==> src/rtl/edge_scan_ctrl.sv <==
// Purpose : raster-scan controller for the 3x3 edge window stage; tracks the
//           (col,row) of the next pixel and flags windows, line ends and frame end.
// Latency : start -> pix_ready in 1 cycle; accept -> win_valid/line_end/frame_done in 1 cycle.
// Backpr. : pix_ready is high for the whole SCAN state; upstream stalls by dropping pix_valid.
//
// Ports:
//   clk, n_rst           clock, async active-low reset
//   clear                synchronous abort back to IDLE (highest priority)
//   start                begin a frame; img_width/img_height sampled with it
//   pix_valid/pix_ready  pixel handshake
//   busy                 frame scan in progress
//   cfg_err              one-cycle pulse: start rejected (dimension < 3)
//   win_valid, win_col, win_row   window-centre coordinates (held when not valid)
//   line_end, frame_done one-cycle pulses for last pixel of a row / of the frame
module edge_scan_ctrl #(
  parameter int COORD_BITS = 10
) (
  input  logic                  clk,
  input  logic                  n_rst,
  input  logic                  clear,
  input  logic                  start,
  input  logic [COORD_BITS-1:0] img_width,
  input  logic [COORD_BITS-1:0] img_height,
  input  logic                  pix_valid,
  output logic                  pix_ready,
  output logic                  busy,
  output logic                  cfg_err,
  output logic                  win_valid,
  output logic [COORD_BITS-1:0] win_col,
  output logic [COORD_BITS-1:0] win_row,
  output logic                  line_end,
  output logic                  frame_done
);

  typedef enum logic {
    ST_IDLE = 1'b0,
    ST_SCAN = 1'b1
  } state_t;

  state_t                r_state;
  state_t                w_next_state;

  logic [COORD_BITS-1:0] r_col;
  logic [COORD_BITS-1:0] r_row;
  logic [COORD_BITS-1:0] r_w;
  logic [COORD_BITS-1:0] r_h;

  logic                  r_cfg_err;
  logic                  r_win_valid;
  logic [COORD_BITS-1:0] r_win_col;
  logic [COORD_BITS-1:0] r_win_row;
  logic                  r_line_end;
  logic                  r_frame_done;

  logic                  w_accept;
  logic                  w_dims_ok;
  logic                  w_start_ok;
  logic                  w_start_bad;
  logic                  w_col_last;
  logic                  w_row_last;
  logic                  w_window;
  logic                  w_pix_ready;
  logic                  w_busy;

  // Dimensions below 3 cannot hold a 3x3 window and would also make W-1/H-1
  // comparisons meaningless, so they are rejected at start.
  assign w_dims_ok   = (img_width >= COORD_BITS'(3)) && (img_height >= COORD_BITS'(3));
  assign w_start_ok  = (r_state == ST_IDLE) && start && w_dims_ok;
  assign w_start_bad = (r_state == ST_IDLE) && start && !w_dims_ok;
  assign w_accept    = pix_valid && w_pix_ready;
  assign w_col_last  = (r_col == r_w - COORD_BITS'(1));
  assign w_row_last  = (r_row == r_h - COORD_BITS'(1));
  // A pixel at (c,r) closes the window centred on (c-1,r-1).
  assign w_window    = (r_col >= COORD_BITS'(2)) && (r_row >= COORD_BITS'(2));

  // State register
  always_ff @(posedge clk or negedge n_rst) begin
    if (!n_rst) begin
      r_state <= ST_IDLE;
    end else begin
      r_state <= w_next_state;
    end
  end

  // Next state and state-decoded outputs
  always_comb begin
    w_next_state = r_state;
    w_pix_ready  = 1'b0;
    w_busy       = 1'b0;
    case (r_state)
      ST_IDLE: begin
        if (start && w_dims_ok) begin
          w_next_state = ST_SCAN;
        end
      end
      ST_SCAN: begin
        w_pix_ready = 1'b1;
        w_busy      = 1'b1;
        if (w_accept && w_col_last && w_row_last) begin
          w_next_state = ST_IDLE;
        end
      end
      default: w_next_state = ST_IDLE;
    endcase
    if (clear) begin
      w_next_state = ST_IDLE;
    end
  end

  // Position counters and latched frame size
  always_ff @(posedge clk or negedge n_rst) begin
    if (!n_rst) begin
      r_col <= '0;
      r_row <= '0;
      r_w   <= '0;
      r_h   <= '0;
    end else if (clear) begin
      r_col <= '0;
      r_row <= '0;
    end else if (w_start_ok) begin
      r_w   <= img_width;
      r_h   <= img_height;
      r_col <= '0;
      r_row <= '0;
    end else if (w_accept) begin
      if (w_col_last) begin
        r_col <= '0;
        // Final pixel of the frame rewinds both counters for the next start.
        r_row <= w_row_last ? '0 : r_row + COORD_BITS'(1);
      end else begin
        r_col <= r_col + COORD_BITS'(1);
      end
    end
  end

  // Registered pulses; window coordinates only move with a valid window.
  always_ff @(posedge clk or negedge n_rst) begin
    if (!n_rst) begin
      r_cfg_err    <= 1'b0;
      r_win_valid  <= 1'b0;
      r_win_col    <= '0;
      r_win_row    <= '0;
      r_line_end   <= 1'b0;
      r_frame_done <= 1'b0;
    end else begin
      r_cfg_err    <= !clear && w_start_bad;
      r_win_valid  <= !clear && w_accept && w_window;
      r_line_end   <= !clear && w_accept && w_col_last;
      r_frame_done <= !clear && w_accept && w_col_last && w_row_last;
      if (!clear && w_accept && w_window) begin
        r_win_col <= r_col - COORD_BITS'(1);
        r_win_row <= r_row - COORD_BITS'(1);
      end
    end
  end

  assign pix_ready  = w_pix_ready;
  assign busy       = w_busy;
  assign cfg_err    = r_cfg_err;
  assign win_valid  = r_win_valid;
  assign win_col    = r_win_col;
  assign win_row    = r_win_row;
  assign line_end   = r_line_end;
  assign frame_done = r_frame_done;

endmodule

==> config.mk <==
export PLATFORM = sky130hd
export DESIGN_NAME = edge_scan_ctrl
export DESIGN_NICKNAME = d
export VERILOG_FILES = /design/src/rtl/edge_scan_ctrl.sv
export SDC_FILE = /design/constraint.sdc
export NUM_CORES = 1
export LEC_CHECK = 0
export ABC_AREA = 1
export ABC_CLOCK_PERIOD_IN_PS = 2700
export BUFFER_PORTS_ARGS = -buffer_cell sky130_fd_sc_hd__clkbuf_2
export CAP_MARGIN = 20
export CORE_MARGIN = 2
export CORE_UTILIZATION = 40
export CTS_BUF_LIST = sky130_fd_sc_hd__clkbuf_4 sky130_fd_sc_hd__clkbuf_8 sky130_fd_sc_hd__clkbuf_16
export CTS_CLUSTER_SIZE = 30
export DETAILED_ROUTE_END_ITERATION = 16
export HOLD_SLACK_MARGIN = 0.05
export PLACE_DENSITY = 0.56
export SYNTH_ARGS = -nofsm -noshare
export SYNTH_HDL_FRONTEND = slang
export SYNTH_SLANG_ARGS = --single-unit
==> constraint.sdc <==
create_clock -name clk -period 2.7 [get_ports clk]
set_input_delay 0.135 -clock clk [delete_from_list [all_inputs] [get_ports clk]]
set_output_delay 0.135 -clock clk [all_outputs]
set_load 0.02 [all_outputs]
==> flow_summary.json <==
{
  "final-seq-area_sq_um": 1627,
  "viasPerCell": 4.814,
  "cts.sinks": 65,
  "min_path_type": "primary input to flop",
  "globalRouteOverflowTotal": 0,
  "ant_nets": 0,
  "p_comb_frac": 0.182,
  "setup_viol": 0,
  "die_area_sq_um": 11330,
  "antenna_found_initial": 0,
  "dr.pass1.iters": 5,
  "grt_max_degree": 35,
  "critical-path-max-stage-delay_ns": 0.39,
  "crit_fanout": 11,
  "power_density_nw_per_um2": 478.6,
  "start_util": 0.4084,
  "hold_slack_ns": 0.06544,
  "die_h_um": 106.4,
  "drt_iter0_markers": 187,
  "nFillCells": 1079,
  "cts_tree": "built",
  "synth_fp_nets": 625,
  "gp_congestion": 0.8619,
  "final_util": 0.4862,
  "wl_per_cell_um": 12.75,
  "crit_buf_inv": 2,
  "dp_cells": 762,
  "ys_types": 34,
  "yosysTopAreaCellShare": 0.3875,
  "grt_pass1_vias": 3577,
  "drc_errors": 0,
  "io_buffers": 50,
  "ctsHtreeMaxLevel": 3,
  "num_vias": 3851,
  "switching_power_mw": 0.7152,
  "power.internal_mw": 1.677,
  "final_common_cell": "nand2_1",
  "synth-seq-area-share": 0.3875,
  "drive_gt1_frac": 0.1521,
  "hold_violations": 0,
  "cap_violations": 0,
  "fin_crit_sh": 0.8230,
  "clkPwrFrac": 0.363,
  "ios": 51,
  "cts_buffers": 9,
  "rsz0062_at_grt": "false",
  "timing.final.max_slew_violations": 0,
  "cts-root-buf": "clkbuf_8",
  "die_w_um": 106.4,
  "path_class": "flop to flop",
  "fin_nets": 693,
  "core_sq_um": 10280,
  "clock_path_buffers": 2,
  "tns_ns": 0,
  "yosysWarnings": 0,
  "antenna_cells": 0,
  "period_minus_slack_ns": 2.222,
  "dpl_cell_area_sq_um": 4568,
  "routed_wl_um": 10200,
  "area_growth_pct": 19.05,
  "synth_cells": 592,
  "syn_area_per_cell_sq_um": 7.091,
  "cp.arrival_ns": 2.47,
  "netlist_area_sq_um": 4198,
  "num_rows": 37,
  "clock_latency_ns": 0.36,
  "synth_seq_cells": 65,
  "final_area_sq_um": 4997,
  "p_seq_frac": 0.455,
  "p_leak_nw": 2.559,
  "grtUsageTotal": 0.1957,
  "critPathLaunchType": "flop",
  "tightest_slew_ns": 0.7821,
  "multiInputGateArea_sq_um": 2211,
  "cpMaxStageDelayCell": "dfrtp_1",
  "crit_required_ns": 2.95,
  "status": "finished, final reports clean",
  "netlist.top_cell.by_area": "dfrtp_1",
  "dp.final_hpwl_um": 7759,
  "final_cell_mix": "nand2_1 (167), nor2_1 (77), dfrtp_1 (65), nand3_1 (58), inv_1 (57)",
  "instances_no_fill": 800,
  "crit_family": "simple AND/OR/NAND/NOR gates",
  "switching_share": 0.2990,
  "ir_drop_uv": 250.7,
  "cts.clk_slew.worst_paths_ns": 0.08,
  "path_cells": "inv_1 > ha_1 > nand3_1 > nor2_1 > nand2_1 > nand2_1 > nand2_1 > nor2_1 > nand2_1 > nor2_4 > inv_2 > nor2_1 > nor2_1",
  "finClkSkew_ns": 0.009250,
  "yosys-top-cells-area": "dfrtp_1 (39%), nand2_1 (15%), nand3_1 (6.9%)",
  "grt_pass1_wl_um": 17400,
  "slew_headroom": 0.4786,
  "crit_path_end_kind": "flop",
  "fmax_mhz": 450.0
}
-- worst paths after layout --
check	startpoint	endpoint	slack, ns	cells past startpoint
setup / recovery	r_h[0]	r_state	0.48	13
hold / removal	img_height[4]	r_h[4]	0.07	3
setup reg to reg	r_h[0]	r_state	0.48	13
hold reg to reg	win_row[5]	win_row[5]	0.48	2
max in group asynchronous	n_rst	win_row[3]	1.63	3
min in group asynchronous	n_rst	r_w[4]	0.42	2
-- cell type report --
cell class | count | area share
well taps | 136 | 0.03405
flip-flops and latches | 65 | 0.3255
clock inverters | 3 | 0.008012
multi-input cells | 442 | 0.4424
clock buffers | 12 | 0.03180
inverters | 62 | 0.04657
repair buffers | 80 | 0.1117
-- cells in the mapped netlist, drive strengths merged --
master and n:
nor4 3, ha 8, inv 62, xnor2 10, a21oi 22, xor2 18
buf 18, nand3 58, clkbuf 5, dfrtp 65, o21ai 28, a31o 1
a31oi 3, nor3 16, nand2 170, and2 2, or2 1, nand4 6
a21o 1, o21bai 1, nor2 88, o21a 1, mux2 5
-- through the flow --
| stage | total power [mW] | worst slack, ns |
|---|---|---|
| finish | 2.392 | 0.4778 |
| global route | 2.544 | 0.1971 |
| CTS | 2.425 | 0.4506 |
| detailed placement | 1.520 | 0.4796 |
| global placement | 1.512 | 0.5849 |
| floorplan | 1.398 | 0.7676 |
-- timing repair --
item                                    CTS  global route
hold buffers                             23             0
setup buffers                             0             0
resized for setup                         0             0
endpoints found under the hold margin    53             0
endpoints found under the setup margin    0             0
-- kinds of logic after synthesis --
| logic type | count (synthesis) | share of synthesized area |
|---|---|---|
| muxes | 5 | 0.01341 |
| and+or+nand+nor | 344 | 0.3595 |
| buffers and inverters | 85 | 0.08585 |
| adders and majority gates | 8 | 0.02385 |
| xor gates and xnor gates | 28 | 0.05842 |
| DFF | 65 | 0.3875 |
| AOI/OAI and AO/OA | 57 | 0.07154 |
-- power by group through the flow --
stage	registers, mW	clock network (mW)	logic (mW)
5_1_grt	1.10	0.941	0.503
2_1_floorplan	1.09	0	0.304
4_1_cts	1.09	0.897	0.440
6_report	1.09	0.867	0.435
3_5_place_dp	1.11	0	0.412
3_3_place_gp	1.11	0	0.405
-- metal layers --
metal	wire length, um	global-route usage	vias up
li1	-	-	2018
met1	5293	0.2870	1713
met2	4199	0.2848	109
met3	504	0.02636	11
met4	198	0.08998	0
met5	0	0	-
-- registers in the layout, summed over array words and instances (netlist names) --
name	cells
r_col	10
r_h	10
r_row	10
r_w	10
win_col	10
win_row	10
cfg_err	1
frame_done	1
line_end	1
r_state	1
win_valid	1
-- worst reg2reg max path: stages (launching register included) --
cell and delay (ns):
dfrtp_1 0.39, inv_1 0.28, ha_1 0.36, nand3_1 0.18
nor2_1 0.12, nand2_1 0.06, nand2_1 0.08, nand2_1 0.05
nor2_1 0.09, nand2_1 0.09, nor2_4 0.16, inv_2 0.06
nor2_1 0.14, nor2_1 0.06
No activity file was read; power rests on OpenSTA's default activity.
